$ cat config.mk
export PLATFORM = sky130hd
export DESIGN_NAME = ysyx_22040175_ifu
export DESIGN_NICKNAME = d
export VERILOG_FILES = /design/src/rtl/ysyx_22040175_ifu_pkg.sv /design/src/rtl/ysyx_22040175_ifu_fifo.sv /design/src/rtl/ysyx_22040175_ifu.sv
export SDC_FILE = /design/constraint.sdc
export NUM_CORES = 1
export LEC_CHECK = 0
export CAP_MARGIN = 20
export CORE_ASPECT_RATIO = 0.8
export CORE_MARGIN = 4
export CORE_UTILIZATION = 54
export CTS_BUF_LIST = sky130_fd_sc_hd__clkbuf_8
export DETAILED_ROUTE_END_ITERATION = 6
export MAX_ROUTING_LAYER = met4
export PLACE_DENSITY = 0.77
export SYNTH_ARGS = -nofsm -noshare
export SYNTH_HDL_FRONTEND = slang
export SYNTH_HIERARCHICAL = 1
export SYNTH_SLANG_ARGS = --single-unit
$ cat constraint.sdc
create_clock -name clk -period 2.9 [get_ports clk]
set_clock_uncertainty 0.1 [all_clocks]
set_input_delay 0.87 -clock clk [delete_from_list [all_inputs] [get_ports clk]]
set_output_delay 0.87 -clock clk [all_outputs]
set_load 0.02 [all_outputs]
$ cat src/rtl/ysyx_22040175_ifu_pkg.sv
// Shared constants for the ysyx_22040175 instruction fetch unit: datapath widths and reset vector.
package ysyx_22040175_ifu_pkg;

    localparam int          CPU_WIDTH        = 64;
    localparam int          INST_WIDTH       = 32;
    localparam int          IFU_DEPTH        = 4;
    localparam logic [63:0] RESET_PC_DEFAULT = 64'h8000_0000;

endpackage

$ cat src/rtl/ysyx_22040175_ifu_fifo.sv
// Synchronous DEPTH-entry FIFO with flush and occupancy count; storage is cleared on reset so
// the head reads as zero until the first push.
module ysyx_22040175_ifu_fifo
    import ysyx_22040175_ifu_pkg::*;
#(
    parameter int WIDTH = INST_WIDTH,
    parameter int DEPTH = IFU_DEPTH
) (
    input  logic                     clk,
    input  logic                     rst_n,
    input  logic                     flush,
    input  logic                     push,
    input  logic [WIDTH-1:0]         wdata,
    input  logic                     pop,
    output logic [WIDTH-1:0]         rdata,
    output logic [$clog2(DEPTH):0]   count
);

    localparam int AW = $clog2(DEPTH);
    localparam int CW = AW + 1;
    localparam logic [CW-1:0] FULL_CNT = CW'(DEPTH);

    logic [WIDTH-1:0] mem [DEPTH];
    logic [AW-1:0]    wr_ptr;
    logic [AW-1:0]    rd_ptr;
    logic [CW-1:0]    cnt;
    logic             do_push;
    logic             do_pop;

    assign do_push = push && !flush && (cnt != FULL_CNT);
    assign do_pop  = pop && !flush && (cnt != '0);
    assign rdata   = mem[rd_ptr];
    assign count   = cnt;

    // Flush only rewinds the pointers; stale storage is masked by the zero count.
    always_ff @(posedge clk or negedge rst_n) begin
        if (!rst_n) begin
            wr_ptr <= '0;
            rd_ptr <= '0;
            cnt    <= '0;
            for (int i = 0; i < DEPTH; i++) begin
                mem[i] <= '0;
            end
        end else if (flush) begin
            wr_ptr <= '0;
            rd_ptr <= '0;
            cnt    <= '0;
        end else begin
            if (do_push) begin
                mem[wr_ptr] <= wdata;
                wr_ptr      <= wr_ptr + 1'b1;
            end
            if (do_pop) begin
                rd_ptr <= rd_ptr + 1'b1;
            end
            cnt <= cnt + CW'(do_push) - CW'(do_pop);
        end
    end

endmodule

$ cat src/rtl/ysyx_22040175_ifu.sv
// Pipelined instruction fetch front end with credit-limited outstanding requests and redirect flush.
// Optional error path enabled by defining YSYX_22040175_IFU_FAULT_EN (adds resp_err / inst_fault).
module ysyx_22040175_ifu
    import ysyx_22040175_ifu_pkg::*;
#(
    parameter int              XLEN     = CPU_WIDTH,
    parameter int              DEPTH    = IFU_DEPTH,
    parameter logic [XLEN-1:0] RESET_PC = XLEN'(RESET_PC_DEFAULT)
) (
    input  logic                  clk,
    input  logic                  rst_n,
    input  logic                  redirect_valid,
    input  logic [XLEN-1:0]       redirect_pc,
    output logic                  req_valid,
    input  logic                  req_ready,
    output logic [XLEN-1:0]       req_addr,
    input  logic                  resp_valid,
    input  logic [INST_WIDTH-1:0] resp_data,
`ifdef YSYX_22040175_IFU_FAULT_EN
    input  logic                  resp_err,
    output logic                  inst_fault,
`endif
    output logic                  inst_valid,
    input  logic                  inst_ready,
    output logic [INST_WIDTH-1:0] inst,
    output logic [XLEN-1:0]       inst_pc
);

    // Handshakes: a transfer happens on an edge where valid and ready are both high. req_valid,
    // once raised, holds with a stable req_addr until accepted; responses and pops are never refused.

    localparam int CW = $clog2(DEPTH) + 1;
    localparam logic [CW:0] DEPTH_W = (CW + 1)'(DEPTH);
`ifdef YSYX_22040175_IFU_FAULT_EN
    localparam int EW = XLEN + INST_WIDTH + 1;
`else
    localparam int EW = XLEN + INST_WIDTH;
`endif

    logic [XLEN-1:0]       fetch_pc;
    logic [CW-1:0]         discard;
    logic                  stale;
    logic                  halted;

    logic [XLEN-1:0]       pcq_head;
    logic [CW-1:0]         inflight;
    logic [EW-1:0]         inst_head;
    logic [EW-1:0]         inst_wdata;
    logic [CW-1:0]         inst_count;

    logic                  accept;
    logic                  hold;
    logic                  drop;
    logic                  push;
    logic                  pop;
    logic                  resp_bad;
    logic [INST_WIDTH-1:0] resp_word;
    logic [XLEN-1:0]       target;
    logic [CW-1:0]         inflight_d;
    logic [CW-1:0]         count_d;
    logic [CW-1:0]         discard_d;
    logic                  stale_d;
    logic                  halted_d;
    logic [XLEN-1:0]       fetch_pc_d;
    logic [XLEN-1:0]       req_addr_d;
    logic                  req_valid_d;

`ifdef YSYX_22040175_IFU_FAULT_EN
    assign resp_bad = resp_err;
`else
    assign resp_bad = 1'b0;
`endif

    assign accept    = req_valid && req_ready;
    assign hold      = req_valid && !req_ready;
    assign drop      = resp_valid && (discard != '0);
    assign push      = resp_valid && !drop && !redirect_valid;
    assign pop       = inst_valid && inst_ready && !redirect_valid;
    assign target    = redirect_pc & ~XLEN'(3);
    assign resp_word = resp_bad ? '0 : resp_data;

`ifdef YSYX_22040175_IFU_FAULT_EN
    assign inst_wdata = {pcq_head, resp_word, resp_bad};
    assign inst_fault = inst_head[0];
    assign inst       = inst_head[INST_WIDTH:1];
`else
    assign inst_wdata = {pcq_head, resp_word};
    assign inst       = inst_head[INST_WIDTH-1:0];
`endif
    assign inst_pc    = inst_head[EW-1 -: XLEN];
    assign inst_valid = (inst_count != '0);

    always_comb begin
        inflight_d = inflight + CW'(accept) - CW'(resp_valid);
        count_d    = redirect_valid ? '0 : inst_count + CW'(push) - CW'(pop);

        discard_d  = discard + CW'(accept && stale) - CW'(drop);
        stale_d    = accept ? 1'b0 : stale;
        halted_d   = (push && resp_bad) ? 1'b1 : halted;
        fetch_pc_d = (accept && !stale) ? fetch_pc + XLEN'(4) : fetch_pc;

        // Everything still outstanding after this edge belongs to the old stream.
        if (redirect_valid) begin
            discard_d  = inflight_d;
            stale_d    = hold;
            halted_d   = 1'b0;
            fetch_pc_d = target;
        end

        req_addr_d  = hold ? req_addr : fetch_pc_d;
        req_valid_d = hold ||
                      (!halted_d && (({1'b0, inflight_d} + {1'b0, count_d}) < DEPTH_W));
    end

    always_ff @(posedge clk or negedge rst_n) begin
        if (!rst_n) begin
            req_valid <= 1'b0;
            req_addr  <= RESET_PC;
            fetch_pc  <= RESET_PC;
            discard   <= '0;
            stale     <= 1'b0;
            halted    <= 1'b0;
        end else begin
            req_valid <= req_valid_d;
            req_addr  <= req_addr_d;
            fetch_pc  <= fetch_pc_d;
            discard   <= discard_d;
            stale     <= stale_d;
            halted    <= halted_d;
        end
    end

    // The PC queue pairs each in-order response with its address; its occupancy is the in-flight count.
    ysyx_22040175_ifu_fifo #(
        .WIDTH (XLEN),
        .DEPTH (DEPTH)
    ) u_pc_queue (
        .clk   (clk),
        .rst_n (rst_n),
        .flush (1'b0),
        .push  (accept),
        .wdata (req_addr),
        .pop   (resp_valid),
        .rdata (pcq_head),
        .count (inflight)
    );

    ysyx_22040175_ifu_fifo #(
        .WIDTH (EW),
        .DEPTH (DEPTH)
    ) u_inst_buf (
        .clk   (clk),
        .rst_n (rst_n),
        .flush (redirect_valid),
        .push  (push),
        .wdata (inst_wdata),
        .pop   (pop),
        .rdata (inst_head),
        .count (inst_count)
    );

endmodule
==> results.sh, run 1 <==
export IMPL_clockBufferDepth=3
export IMPL_die_area_um2=73400
export IMPL_period_minus_slack_ns=3.37
export IMPL_tightest_slew_ns=0.761
export IMPL_drv_slew=0
export IMPL_max_cap_viol_count=0
export IMPL_hold_path_class="in -> reg"
export IMPL_synth_async_sr_flop_share_pct=100
export IMPL_syn_cell_area_um2=37300
export IMPL_drive_gt1_share_pct=48.9
export IMPL_io_pins=264
export IMPL_area_delta_synth_final_pct=20.9
export IMPL_status="complete, but fails checks"
export IMPL_grt_pass1_wl_um=146000
export IMPL_grt_pass1_vias=24162
export IMPL_syn_instance_count=2304
export IMPL_viasPerCell=5.80
export IMPL_yosysSeqAreaShare_pct=52.9
export IMPL_clockRootBuffer="clkbuf_8"
export IMPL_grt_usage_pct=26.5
export IMPL_io_buffers=261
export IMPL_p_switching_mw=11.2
export IMPL_grt_max_degree=86
export IMPL_powerDensity_nw_per_um2=800
export IMPL_critPathKind="reg -> out"
export IMPL_routabilityCongestion=0.861
export IMPL_syn_area_per_cell_um2=16.2
export IMPL_start_kind="register"
export IMPL_critPathArrivalTime_ns=2.40
export IMPL_cts_tree="done"
export IMPL_leakagePower_nw=20.9
export IMPL_nNetsFinal=2911
export IMPL_synth_flop_cell="dfrtp_1"
export IMPL_setup_violations=98
export IMPL_firstDrtPassIters=5
export IMPL_clock_latency_ns=0.76
export IMPL_antenna_found_initial=5
export IMPL_finalHoldViolCount=0
export IMPL_clock_fmax_mhz=297
export IMPL_pre_cts_slack_ns=-0.853
export IMPL_initial_core_util_pct=55.0
export IMPL_fin_ws_ns=-0.466
export IMPL_synth_edff_count=0
export IMPL_critical_path_required_ns=1.93
export IMPL_vias=22024
export IMPL_drc=0
export IMPL_wl_um=93500
export IMPL_synth_area_leader_cell="dfrtp_1"
export IMPL_seq_power_share_pct=42.9
export IMPL_htree_levels=3
export IMPL_p_int_mw=24.9
export IMPL_cts_sinks=788
export IMPL_vdd_drop_max_uv=489
export IMPL_ys_seq_elements=788
export IMPL_antenna_left=0
export IMPL_die_w_um=302
export IMPL_pwr_share_comb_pct=30.4
export IMPL_critPathMaxFanout=9
export IMPL_core_rowCount=85
export IMPL_maxSlewHeadroom_pct=49.1
export IMPL_coreArea_um2=67900
export IMPL_clkTransAtPathRegs_ns=0.06
export IMPL_violations="setup timing"
export IMPL_cts_buffers=120
export IMPL_ys_warn_count=6
export IMPL_die_h_um=243
export IMPL_grt_overflow_total=0
export IMPL_place_hpwl_um=63000
export IMPL_synth_top_area_share_pct=52.7
export IMPL_synth_area_leaders="dfrtp_1 (53%), mux2_4 (16%), mux4_2 (9.7%)"
export IMPL_rsz0062_at_grt="true"
export IMPL_fin_crit_sh_pct=116
export IMPL_end_kind="output pin"
export IMPL_drtIter0Drc=1536
export IMPL_routedWlPerCell_um=24.6
export IMPL_yosysUniqueCellTypes=51
export IMPL_switching_share_pct=31.0
export IMPL_clockPowerShare_pct=26.7
export IMPL_finalSetupTns_ns=-34.28
## cell usage after synthesis, drive strengths merged (2+ instances only)
master,instances
nor3,25
nand3,20
a21oi,17
clkbuf,47
inv,25
ha,21
buf,98
and3,44
o21a,4
nand2,88
xnor2,31
xor2,33
mux2,684
nand4b,3
mux2i,6
or3b,2
o21ai,43
nor4,15
mux4,160
dfrtp,786
and4,5
or4,4
and2,5
a221o,20
nor2b,10
o31a,2
o31ai,9
dfstp,2
nand3b,2
or2,2
nand4,17
nor2,51
fa,5
nand2b,3
nor3b,2
or3,10
## sequential cells by signal (all words and copies together) (netlist names)
| signal | count |
|---|---|
| u_inst_buf/mem | 384 |
| u_pc_queue/mem | 256 |
| fetch_pc | 64 |
| req_addr | 64 |
| discard | 3 |
| u_inst_buf/count | 3 |
| u_pc_queue/count | 3 |
| u_inst_buf/rd_ptr | 2 |
| u_inst_buf/wr_ptr | 2 |
| u_pc_queue/rd_ptr | 2 |
| u_pc_queue/wr_ptr | 2 |
| halted | 1 |
| req_valid | 1 |
| stale | 1 |
## final cells by class
| class | count | area, µm² |
|---|---|---|
| clock buffer | 161 | 2220 |
| tap | 913 | 1140 |
| sequential | 788 | 19700 |
| fill | 4647 | 22800 |
| inverter | 25 | 93.8 |
| timing repair buffer | 500 | 5300 |
| clock inverter | 59 | 354 |
| multi-input combinational | 1348 | 16200 |
| antenna | 5 | 12.5 |
## cells in the final DEF (no fill, tap or decap), drive strengths merged, types with 31 or more instances in the layout
| master | instances |
|---|---|
| clkdlybuf4s50 | 103 |
| and3 | 44 |
| nor2 | 51 |
| clkbuf | 164 |
| mux4 | 160 |
| dlygate4sd2 | 52 |
| o21ai | 43 |
| xor2 | 33 |
| mux2 | 684 |
| buf | 334 |
| inv | 59 |
| dfrtp | 786 |
| nand2 | 88 |
| xnor2 | 31 |
## kinds of logic after synthesis
| family | synth area share [%] |
|---|---|
| AO/OA/AOI/OAI | 1.70 |
| XOR/XNOR | 1.50 |
| adder cells (fa/ha/maj) | 0.973 |
| buffers and inverters | 3.99 |
| flip-flops | 52.9 |
| multiplexers | 34.5 |
| other | 0.0101 |
| AND/OR/NAND/NOR | 4.44 |
## power by group through the flow
| stage | sequential (mW) | combinational [mW] | clock, mW |
|---|---|---|---|
| 3_5_place_dp | 15.6 | 11.0 | 0 |
| 6_report | 15.5 | 11.0 | 9.65 |
| 3_3_place_gp | 15.3 | 10.8 | 0 |
| 5_1_grt | 15.7 | 11.7 | 10.4 |
| 4_1_cts | 15.4 | 10.7 | 9.85 |
| 2_1_floorplan | 15.1 | 7.21 | 0 |
## timing repair
| action | in CTS | in global routing |
|---|---|---|
| gates resized for setup | 541 | 98 |
| endpoints found under the hold margin | 17 | 0 |
| setup endpoints to repair | 156 | 109 |
| hold buffers | 1 | 0 |
| pin swaps | 8 | 10 |
| cloned | 1 | 3 |
| setup buffers | 16 | 12 |
## per-layer routing
layer / global-route usage, % / part of all wire [%] / vias to the layer above
met1: 36.1 / 43 / 11750
li1: - / - / 9427
met4: 7.55 / 2.5 / 0
met2: 40.1 / 47 / 679
met3: 6.67 / 7.3 / 168
met5: - / 0 / -
## worst paths after layout
path | from | to | slack [ns] | cells after the start
max | u_inst_buf/rd_ptr[0] | inst_pc[28] | -0.47 | 5
min | redirect_valid | u_inst_buf/count[2] | 0.37 | 3
max reg2reg | u_inst_buf/count[2] | req_valid | -0.12 | 11
min reg2reg | u_pc_queue/mem[0] | u_pc_queue/mem[0] | 0.39 | 1
max in group asynchronous | rst_n | u_inst_buf/mem[132] | 1.24 | 3
min in group asynchronous | rst_n | u_inst_buf/mem[195] | 0.58 | 2
## worst max-delay path, cell delays in order (launching register included)
cell and delay, ns:
dfrtp_4 0.47, buf_12 0.20, buf_4 0.15, buf_6 0.10
mux4_2 0.54, buf_6 0.16
## metrics by stage
step	hold slack [ns]	area [µm²]	util (%)	power (mW)	instances
after CTS	0.299	44600	65.8	36.0	3783
final	0.367	45100	66.5	36.1	3799
after global routing	0.302	45100	66.5	37.8	3799
after floorplan	0.352	37300	-	22.3	2306
after global placement	0.362	42100	62.0	26.1	3545
after detailed placement	0.378	42100	62.0	26.6	3545
Power figures use the tool's default switching activity.
==> run 2, diff against run 1 <==
- PLACE_DENSITY: 0.77 -> 0.74
- clock period: 2.9 -> 3.32 ns (I/O delays scaled with it)
==> run 2 against run 1 <==
Compared with the run above: the run still ends with setup timing left; clock power fell by 14%; via count decreased by 0.99%; design area down 0.38%; register-to-register slack better by 0.30 ns; die area unchanged; hold slack worse by 0.26 ns; sequential share of layout area is 0.15 points higher; clock-buffer cell count unchanged; non-clock buffer count fell by 49.
==> results.sh, run 2 (same netlist as run 1, synthesis figures left out) <==
export IMPL_pre_cts_slack_ns=-0.563
export IMPL_io_buffers=261
export IMPL_place_hpwl_um=60300
export IMPL_core_rowCount=85
export IMPL_powerDensity_nw_per_um2=701
export IMPL_period_minus_slack_ns=3.53
export IMPL_regArea_um2=19700
export IMPL_critPathArrivalTime_ns=2.43
export IMPL_die_area_um2=73400
export IMPL_drive_gt1_share_pct=47.2
export IMPL_multiInputGateArea_um2=16200
export IMPL_fin_crit_sh_pct=106
export IMPL_area_delta_synth_final_pct=20.5
export IMPL_coreArea_um2=67900
export IMPL_die_w_um=302
export IMPL_critPathSlowestCell="dfrtp_4"
export IMPL_vias=21807
export IMPL_finalSetupTns_ns=-7.46
export IMPL_reg_top3="u_inst_buf/mem (384), u_pc_queue/mem (256)"
export IMPL_antenna_left=0
export IMPL_io_pins=264
export IMPL_wl_um=93100
export IMPL_grt_max_degree=113
export IMPL_routedWlPerCell_um=24.9
export IMPL_hold_path_class="in -> async"
export IMPL_vdd_drop_max_uv=405
export IMPL_utilization_pct=66.2
export IMPL_nFillCells=4712
export IMPL_critPathMaxFanout=6
export IMPL_clock_latency_ns=0.73
export IMPL_rsz0062_at_grt="true"
export IMPL_firstDrtPassIters=5
export IMPL_die_h_um=243
export IMPL_end_kind="output pin"
export IMPL_largest_reg_flops=384
export IMPL_grt_overflow_total=0
export IMPL_leakagePower_nw=20.5
export IMPL_drc=0
export IMPL_final_common_cell="dfrtp_1"
export IMPL_grt_pass1_wl_um=145000
export IMPL_htree_levels=3
export IMPL_cts_buffers=120
export IMPL_max_cap_viol_count=0
export IMPL_fin_ws_ns=-0.207
export IMPL_nNetsFinal=2862
export IMPL_tightest_slew_ns=0.937
export IMPL_viasPerCell=5.82
export IMPL_routabilityCongestion=0.867
export IMPL_hold_buffers=0
export IMPL_clockRootBuffer="clkbuf_8"
export IMPL_regMostFlops="u_inst_buf/mem"
export IMPL_maxSlewHeadroom_pct=37.4
export IMPL_violations="setup timing"
export IMPL_grt_pass1_vias=23994
export IMPL_cts_tree="done"
export IMPL_clockBufferDepth=3
export IMPL_setup_violations=90
export IMPL_critical_path_required_ns=2.22
export IMPL_clkTransAtPathRegs_ns=0.07
export IMPL_start_kind="register"
export IMPL_finalHoldViolCount=0
export IMPL_clock_fmax_mhz=284
export IMPL_grt_usage_pct=26.3
export IMPL_initial_core_util_pct=55.0
export IMPL_drv_slew=0
export IMPL_antenna_found_initial=7
export IMPL_critPathKind="reg -> out"
export IMPL_status="complete, but fails checks"
export IMPL_drtIter0Drc=1446
export IMPL_cts_sinks=788
export IMPL_crit_chain="buf_12 > buf_12 > buf_16 > buf_6 > mux4_2 > buf_6"
export IMPL_final_cell_mix="dfrtp_1 (782), mux2_4 (400), mux2_2 (268), clkdlybuf4s50_1 (163), clkbuf_8 (161)"
export IMPL_worst_path_largest_cell_delay_ns=0.53
[run 2: changes by cell type in the layout (fill, tap and decap cells not counted), moves of 8 or more]
cell             delta
clkdlybuf4s50_1    +60
dlygate4sd2_1      -52
clkinv_2            -8
buf_12             +14
buf_4              -63
buf_2               -8
[run 2: final timing paths]
kind / cells after the start / startpoint / slack [ns] / to
worst max-delay path: 6 / u_inst_buf/rd_ptr[0] / -0.21 / inst_pc[30]
worst min-delay path: 1 / rst_n / 0.11 / u_inst_buf/mem[0]
worst max register to register: 12 / discard[1] / 0.18 / req_valid
worst min register to register: 1 / u_pc_queue/mem[222] / 0.38 / u_pc_queue/mem[222]
max in group asynchronous: 2 / rst_n / 1.97 / u_inst_buf/mem[137]
min in group clk: 1 / u_pc_queue/mem[222] / 0.38 / u_pc_queue/mem[222]
[run 2: final cells by class]
cell class | count | area share [%]
inverter | 25 | 0.209
multi-input combinational | 1348 | 36.0
tap | 913 | 2.54
timing repair buffer | 451 | 11.7
clock buffer | 161 | 4.93
clock inverter | 54 | 0.708
antenna | 6 | 0.0334
sequential | 788 | 43.9
[run 2: repair_timing]
action                                  CTS  global route
cloned                                    6             4
resized for setup                       351           198
endpoints found under the setup margin   96            94
buffers inserted                         21             9
endpoints found under the hold margin     0             0
[run 2: critical path, delay by kind of cell (launching register included)]
family / cells / cell delay [ns]
buf+inv: 5 / 0.71
flops: 1 / 0.53
mux: 1 / 0.47
[run 2: layer usage]
metal	track usage [%]	wire [µm]	vias up
met5	-	0	-
met4	7.24	1900	0
met3	5.60	6410	139
met2	39.3	43400	702
met1	36.9	41400	11628
li1	-	-	9338
[run 2: power breakdown]
| group | switching (mW) | internal, mW |
|---|---|---|
| Clock | 3.86 | 4.48 |
| Combinational | 4.12 | 5.55 |
| Sequential | 1.68 | 11.8 |
| Total | 9.66 | 21.8 |
[run 2: metrics by stage]
stage                     hold slack (ns)  instance area (µm²)  instances  total power, mW
after global routing               0.0906                44900       3746             33.0
final                               0.106                44900       3746             31.5
after global placement              0.362                41800       3488             22.7
after floorplan                     0.352                37300       2306             19.5
after CTS                          0.0657                44600       3730             31.4
after detailed placement            0.374                41800       3488             23.2
